## config.mk

```make
export PLATFORM = sky130hd
export DESIGN_NAME = multi_cycle_control
export DESIGN_NICKNAME = d
export VERILOG_FILES = /design/src/rtl/multi_cycle_control.sv
export SDC_FILE = /design/constraint.sdc
export NUM_CORES = 1
export LEC_CHECK = 0
export CAP_MARGIN = 40
export CORE_MARGIN = 5
export CORE_UTILIZATION = 37
export DETAILED_ROUTE_END_ITERATION = 8
export PLACE_DENSITY = 0.74
export SYNTH_ARGS = -nofsm -noshare
export SYNTH_HDL_FRONTEND = slang
export SYNTH_SLANG_ARGS = --single-unit
```

## constraint.sdc

```tcl
create_clock -name clk -period 2.5 [get_ports clk]
set_clock_uncertainty 0.1 [all_clocks]
set_input_delay 0.75 -clock clk [delete_from_list [all_inputs] [get_ports clk]]
set_output_delay 0.75 -clock clk [all_outputs]
set_load 0.02 [all_outputs]
```

## src/rtl/multi_cycle_control.sv

```systemverilog
// Main control FSM for the multi-cycle CPU datapath.
// Sequences fetch/decode/execute/memory/writeback and drives datapath controls.
module multi_cycle_control (
  input  logic       clk,
  input  logic       reset,
  input  logic [5:0] io_opcode,
  input  logic [5:0] io_funct,
  input  logic       io_zero,
  input  logic       io_mem_ready,
  output logic [2:0] io_alu_op,
  output logic       io_alu_src_a,
  output logic [2:0] io_alu_src_b,
  output logic [1:0] io_pc_source,
  output logic       io_pc_write,
  output logic       io_ir_write,
  output logic       io_mem_read,
  output logic       io_mem_write,
  output logic       io_i_or_d,
  output logic       io_reg_write,
  output logic       io_reg_dst,
  output logic       io_mem_to_reg,
  output logic       io_trap,
  output logic [3:0] io_state
);

  typedef enum logic [3:0] {
    S_FETCH     = 4'd0,
    S_DECODE    = 4'd1,
    S_MEM_ADDR  = 4'd2,
    S_MEM_READ  = 4'd3,
    S_MEM_WB    = 4'd4,
    S_MEM_WRITE = 4'd5,
    S_R_EXEC    = 4'd6,
    S_R_WB      = 4'd7,
    S_BRANCH    = 4'd8,
    S_JUMP      = 4'd9,
    S_I_EXEC    = 4'd10,
    S_I_WB      = 4'd11,
    S_TRAP      = 4'd12
  } state_t;

  localparam logic [2:0] OP_AND  = 3'd0;
  localparam logic [2:0] OP_OR   = 3'd1;
  localparam logic [2:0] OP_ADD  = 3'd2;
  localparam logic [2:0] OP_XOR  = 3'd3;
  localparam logic [2:0] OP_NOR  = 3'd4;
  localparam logic [2:0] OP_SRL  = 3'd5;
  localparam logic [2:0] OP_SUB  = 3'd6;
  localparam logic [2:0] OP_SLTU = 3'd7;

  state_t     r_state;
  state_t     w_next;
  logic       w_r_ok;
  logic [2:0] w_r_op;
  logic       w_i_ok;
  logic [2:0] w_i_op;
  logic [2:0] w_i_sb;

  always_comb begin
    w_r_ok = 1'b1;
    w_r_op = OP_AND;
    case (io_funct)
      6'h24:        w_r_op = OP_AND;
      6'h25:        w_r_op = OP_OR;
      6'h20, 6'h21: w_r_op = OP_ADD;
      6'h26:        w_r_op = OP_XOR;
      6'h27:        w_r_op = OP_NOR;
      6'h02:        w_r_op = OP_SRL;
      6'h22, 6'h23: w_r_op = OP_SUB;
      6'h2B:        w_r_op = OP_SLTU;
      default:      w_r_ok = 1'b0;
    endcase
  end

  // Arithmetic immediates sign-extend, logical ones zero-extend.
  always_comb begin
    w_i_ok = 1'b1;
    w_i_op = OP_AND;
    w_i_sb = 3'd2;
    case (io_opcode)
      6'h09: begin w_i_op = OP_ADD;  w_i_sb = 3'd2; end
      6'h0B: begin w_i_op = OP_SLTU; w_i_sb = 3'd2; end
      6'h0C: begin w_i_op = OP_AND;  w_i_sb = 3'd4; end
      6'h0D: begin w_i_op = OP_OR;   w_i_sb = 3'd4; end
      6'h0E: begin w_i_op = OP_XOR;  w_i_sb = 3'd4; end
      default: w_i_ok = 1'b0;
    endcase
  end

  always_comb begin
    w_next = r_state;
    case (r_state)
      S_FETCH:     if (io_mem_ready) w_next = S_DECODE;
      S_DECODE: begin
        if (io_opcode == 6'h23 || io_opcode == 6'h2B)
          w_next = S_MEM_ADDR;
        else if (io_opcode == 6'h00 && w_r_ok)
          w_next = S_R_EXEC;
        else if (io_opcode == 6'h04 || io_opcode == 6'h05)
          w_next = S_BRANCH;
        else if (io_opcode == 6'h02)
          w_next = S_JUMP;
        else if (w_i_ok)
          w_next = S_I_EXEC;
        else
          w_next = S_TRAP;
      end
      S_MEM_ADDR:
        w_next = (io_opcode == 6'h23) ? S_MEM_READ : S_MEM_WRITE;
      S_MEM_READ:  if (io_mem_ready) w_next = S_MEM_WB;
      S_MEM_WB:    w_next = S_FETCH;
      S_MEM_WRITE: if (io_mem_ready) w_next = S_FETCH;
      S_R_EXEC:    w_next = S_R_WB;
      S_R_WB:      w_next = S_FETCH;
      S_BRANCH:    w_next = S_FETCH;
      S_JUMP:      w_next = S_FETCH;
      S_I_EXEC:    w_next = S_I_WB;
      S_I_WB:      w_next = S_FETCH;
      default:     w_next = r_state;
    endcase
  end

  always_ff @(posedge clk) begin
    if (reset) r_state <= S_FETCH;
    else       r_state <= w_next;
  end

  always_comb begin
    io_alu_op     = OP_AND;
    io_alu_src_a  = 1'b0;
    io_alu_src_b  = 3'd0;
    io_pc_source  = 2'd0;
    io_pc_write   = 1'b0;
    io_ir_write   = 1'b0;
    io_mem_read   = 1'b0;
    io_mem_write  = 1'b0;
    io_i_or_d     = 1'b0;
    io_reg_write  = 1'b0;
    io_reg_dst    = 1'b0;
    io_mem_to_reg = 1'b0;
    io_trap       = 1'b0;
    case (r_state)
      S_FETCH: begin
        io_mem_read  = 1'b1;
        io_alu_src_b = 3'd1;
        io_alu_op    = OP_ADD;
        io_ir_write  = io_mem_ready;
        io_pc_write  = io_mem_ready;
      end
      S_DECODE: begin
        io_alu_src_b = 3'd3;
        io_alu_op    = OP_ADD;
      end
      S_MEM_ADDR: begin
        io_alu_src_a = 1'b1;
        io_alu_src_b = 3'd2;
        io_alu_op    = OP_ADD;
      end
      S_MEM_READ: begin
        io_mem_read = 1'b1;
        io_i_or_d   = 1'b1;
      end
      S_MEM_WB: begin
        io_reg_write  = 1'b1;
        io_mem_to_reg = 1'b1;
      end
      S_MEM_WRITE: begin
        io_mem_write = 1'b1;
        io_i_or_d    = 1'b1;
      end
      S_R_EXEC: begin
        io_alu_src_a = 1'b1;
        io_alu_op    = w_r_op;
      end
      S_R_WB: begin
        io_reg_write = 1'b1;
        io_reg_dst   = 1'b1;
      end
      S_BRANCH: begin
        io_alu_src_a = 1'b1;
        io_alu_op    = OP_SUB;
        io_pc_source = 2'd1;
        io_pc_write  = (io_opcode == 6'h04) ? io_zero : !io_zero;
      end
      S_JUMP: begin
        io_pc_source = 2'd2;
        io_pc_write  = 1'b1;
      end
      S_I_EXEC: begin
        io_alu_src_a = 1'b1;
        io_alu_src_b = w_i_sb;
        io_alu_op    = w_i_op;
      end
      S_I_WB: io_reg_write = 1'b1;
      default: io_trap = 1'b1;
    endcase
    // Reset aborts whatever is in flight.
    if (reset) begin
      io_pc_write  = 1'b0;
      io_ir_write  = 1'b0;
      io_mem_read  = 1'b0;
      io_mem_write = 1'b0;
      io_reg_write = 1'b0;
      io_trap      = 1'b0;
    end
  end

  assign io_state = r_state;

endmodule

```

# After elaboration in Yosys (flattened, before gate mapping)
# Cells that the tools add are included.
[op_classes] eq_ne=34 muxes=35 n_reduce_logical=20
[op_table] op="equality test 6 bit, second input constant" count=11
[op_table] op="one-hot mux 3 bit (4 select lines)" count=3
[op_table] op="one-hot mux 4 bit (8 select lines)" count=1
[op_table] op="equality test 6 x 4 -> 1 bit, second input constant" count=5
[op_table] op="one-hot mux 3 bit (7 select lines)" count=1
[op_table] op="2-to-1 mux 4 bit" count=5
[op_table] op="2-to-1 mux 1 bit" count=18
[op_table] op="equality test 4 x 3 -> 1 bit, second input constant" count=4
[op_table] op="equality test 4 bit, second input constant" count=4
[op_table] op="2-to-1 mux 3 bit" count=5
[op_table] op="equality test 6 x 2 -> 1 bit, second input constant" count=2
[op_table] op="equality test 6 x 3 -> 1 bit, second input constant" count=2
[op_table] op="OR reduction 12 bit" count=1
[op_table] op="OR reduction 10 bit" count=1
[op_table] op="OR reduction 5 bit" count=2
[op_table] op="OR reduction 3 bit" count=3
[op_table] op="equality test 4 x 2 -> 1 bit, second input constant" count=2
[op_table] op="nonzero test 8 bit" count=1
[op_table] op="OR reduction 2 bit" count=4
[op_table] op="zero test 6 bit" count=1
[op_table] op="!= test 2 bit, second input constant" count=3
[op_table] op="equality test 4 x 1 -> 1 bit, second input constant" count=1
[op_table] op="zero test 4 bit" count=1
[op_table] op="one-hot mux 2 bit (2 select lines)" count=1
[op_table] op="other kinds (6)" count=7
[word_totals] regBits=4 inputBits=16 output_inout_bits=22 word_cells=90

# Longest topological paths before layout
[depth] depth_word=9 depth_mapped=6 mapped_depth_nobuf=5

# Worst setup path after synthesis
# OpenSTA, ideal clock, no wires.
[synth_path] path_kind="input-to-output" from="input io_opcode[3]" to="output io_alu_op[2]" arrival_time_ps=2090 t_required_ps=1650 slack_ps=-440 cell_stages=5 n_path_buf=0 cell_sequence="inv_1 -> or3_4 -> o31a_1 -> or3_1 -> a21oi_1"
[synth_between] elab_chain_cells=3 elab_cells_between_ends=6 cone_classes="eq/ne (4); mux (2)"
[synth_lines] item="from (decl)" line_no="6" rtl="input logic [5:0] io_opcode,"
[synth_lines] item="equality test 6 x 4 -> 1 bit" line_no="80" rtl="case (io_opcode)"
[synth_lines] item="one-hot mux 3 bit (4 select lines) *" line_no="80"
[synth_lines] item="one-hot mux 3 bit (4 select lines) *" line_no="142" rtl="case (r_state)"
[synth_lines] item="to (decl)" line_no="10" rtl="output logic [2:0] io_alu_op,"
# Mark *: on every way between the ends. The rest lies on a longest branch, timed or not.

# Worst setup path in the final report
# Same ends and word-level chain as after synthesis.

==> flow_summary.json <==
{
  "status": "finished, violations left",
  "violations": "setup timing",
  "ys_ff_latch": 4,
  "yosysSeqAreaShare_pct": 9.57,
  "cts.clk_slew.worst_paths_ps": 40,
  "globalRouteOverflowTotal": 0,
  "rr_worst_depth": 6,
  "die_height_um": 57.6,
  "pin_count": 38,
  "timing.final.crit_period_ps": 2940,
  "cp-start-kind": "input pin",
  "vias": 1370,
  "fin_nets": 229,
  "fmax_ghz": 0.340,
  "synth_warnings": 0,
  "whs_path_depth": 2,
  "die_w_um": 57.6,
  "cts_tree": "built",
  "synth_area_leaders": "dfxtp_1, nor2_1, a21oi_1, nand2_1, or3_4",
  "p_int_mw": 0.335,
  "ys_types": 44,
  "routed_wl_mm": 3.87,
  "path_max_fanout": 2,
  "slowest_stage": "or3_4",
  "grt_pass1_vias": 1357,
  "clk_latency_ps": 230,
  "fin_ws_ps": -441,
  "clock-root-buffer": "clkbuf_4",
  "antenna_left": 0,
  "power.share.sequential_pct": 13.9,
  "max_cap_viol_count": 0,
  "power_leakage_nw": 0.769,
  "grt_max_degree": 19,
  "avgViaCountPerCell": 5.73,
  "grt_use_total_pct": 23.0,
  "post-place-ws_ps": -1300,
  "largest_reg_flops": 4,
  "hold_ws_ps": 514,
  "coreArea_mm2": 0.00219,
  "finalCritPeriodShare_pct": 118,
  "min_to": "io_state[2]",
  "r2r_setup_slack_ps": 770,
  "timing_hold_violations_final": 0,
  "rsz0062_at_grt": "true",
  "r2r-end": "io_state[0]",
  "port_buffers": 37,
  "drt-pass1-iter-count": 4,
  "synthFlopType": "dfxtp_1",
  "async_flop_share_pct": 0,
  "yosysTopAreaCellShare_pct": 9.57,
  "min_from": "io_state[1]",
  "yosysTopAreaCell": "dfxtp_1",
  "gp_congestion": 0.867,
  "layout-drive-gt1-share_pct": 51.2,
  "avgSynthCellArea_um2": 6.44,
  "synth_nets": 146,
  "syn-cell-area_um2": 837,
  "crit_required_ps": 1650,
  "reg2reg_from": "io_state[3]",
  "peakVddDrop_mv": 0.296,
  "cts_hold_buf": 0,
  "place_hpwl_mm": 2.61,
  "end_kind": "primary output",
  "combPwrFrac_pct": 72.3,
  "drt_iter0_markers": 39,
  "rows": 17,
  "area_delta_synth_final_pct": 109,
  "clock-sinks": 4,
  "tightest_slew_ps": 382,
  "synthCells": 130,
  "grt_pass1_wl_mm": 6.03,
  "wl_per_cell_um": 16.2,
  "maxSlewViolCount": 0,
  "cts_buffer_depth": 2,
  "timing_worst_setup_path_type": "in -> out",
  "synth_edf_count": 0,
  "power.density_mw_per_mm2": 338,
  "numCtsBuffers": 3,
  "drc": 0,
  "p_clk_share_pct": 13.8,
  "slew_headroom_pct": 74.3,
  "p_sw_share_pct": 43.5,
  "antenna_cells": 0,
  "cp_cell_sequence": "buf_6 > inv_2 > or3_4 > o31a_1 > or3_4 > a21oi_4 > buf_6",
  "htree_levels": 1,
  "arrival_ps": 2090,
  "setup_viol": 6,
  "start_util_pct": 38.2,
  "antenna_found_initial": 0,
  "hold_path_class": "reg -> reg",
  "die_area_mm2": 0.00331,
  "p_sw_mw": 0.258,
  "cp_slowest_stage_delay_ps": 360
}
[synthesized netlist by cell type (2+ instances only)]
cell	instances
nor4_1	5
inv_2	2
a22oi_1	2
or3_1	2
dfxtp_1	4
nand4_1	2
nand3_1	4
buf_2	2
or3_4	3
nand2_1	11
o21ai_1	3
xor2_1	2
clkbuf_1	7
mux2i_1	2
a21oi_1	11
nor3_1	4
o31ai_1	2
nand2b_1	3
nor2b_1	5
o211ai_1	2
o31a_1	2
xnor2_1	2
o21ai_0	4
a311oi_1	2
a31oi_1	2
a211oi_1	2
buf_1	3
nor2_1	19
[worst max-delay path, delay by kind of cell]
kind / cells / cell delay [ps]
buffers and inverters: 3 / 250
AO/OA/AOI/OAI: 2 / 400
AND/OR/NAND/NOR: 2 / 700
[final cells by class]
cell class | count | area [um^2]
Sequential cell | 4 | 82.6
Timing Repair Buffer | 90 | 759
Inverter | 3 | 11.3
Clock buffer | 3 | 22.5
Multi-Input combinational cell | 111 | 841
Fill cell | 161 | 439
Tap cell | 28 | 35.0
[layout by cell type, fill, tap and decap left out, types with 3 or more instances in the layout]
cell type / Yosys / layout
clkbuf_4: 0 / 4
buf_6: 0 / 18
inv_2: 2 / 3
nand3_1: 4 / 4
nand2b_1: 3 / 3
nor4_1: 5 / 3
or3_4: 3 / 4
nor2_1: 19 / 15
dlygate4sd2_1: 0 / 10
a21oi_1: 11 / 7
nor2_2: 0 / 4
o21ai_0: 4 / 4
nor3_1: 4 / 3
clkbuf_2: 0 / 4
clkdlybuf4s50_1: 0 / 6
buf_4: 0 / 45
buf_2: 2 / 4
nand2_1: 11 / 10
[power by group through the flow]
| stage | logic [mW] | registers, mW | clock network, mW |
|---|---|---|---|
| after floorplan | 0.192 | 0.0851 | 0 |
| after global placement | 0.383 | 0.0814 | 0 |
| after detailed placement | 0.392 | 0.0817 | 0 |
| after CTS | 0.402 | 0.0818 | 0.0811 |
| after global routing | 0.455 | 0.0837 | 0.0941 |
| final | 0.428 | 0.0825 | 0.0815 |
[per-stage QoR]
step	cells	total power, mW	setup TNS [ps]	cell area, um^2	utilization, %
after floorplan	130	0.278	-522	893	-
after global placement	227	0.464	-10220	1580	72.1
after detailed placement	227	0.473	-10490	1580	72.1
after CTS	233	0.565	-2160	1680	76.9
after global routing	239	0.633	-2060	1750	80.0
final	239	0.593	-1830	1750	80.0
[what timing repair did]
action                     CTS  global route
pin swaps                   16            21
setup buffers                3             7
gates resized for setup    115            33
setup endpoints to repair   20            11
[kinds of logic (layout without fill, tap and decap cells)]
logic type                Yosys count  in the layout  synth area share, %
AOI/OAI and AO/OA                  41             41                 35.9
buffers and inverters              15             96                 7.03
xor gates and xnor gates            4              4                 4.19
DFF                                 4              4                 9.57
and+or+nand+nor                    64             64                 41.0
muxes                               2              2                 2.39
[how the worst max path moves through the flow]
stage,startpoint,end,slack [ps]
finish,io_opcode[3],io_alu_op[2],-440
detailed placement,io_opcode[3],io_alu_op[2],-1300
global route,io_opcode[3],io_pc_write,-470
global placement,io_opcode[3],io_alu_op[2],-1280
floorplan,io_opcode[5],io_alu_op[2],-270
CTS,io_opcode[3],io_alu_op[2],-520
[routing by layer]
layer | wire, um | up-vias | track usage, %
met5 | 0 | - | 0
met4 | 154 | 0 | 9.60
met3 | 294 | 20 | 4.75
met2 | 1990 | 70 | 42.1
met1 | 1430 | 627 | 25.2
li1 | - | 653 | -
No activity file was read; power rests on OpenSTA's default activity.
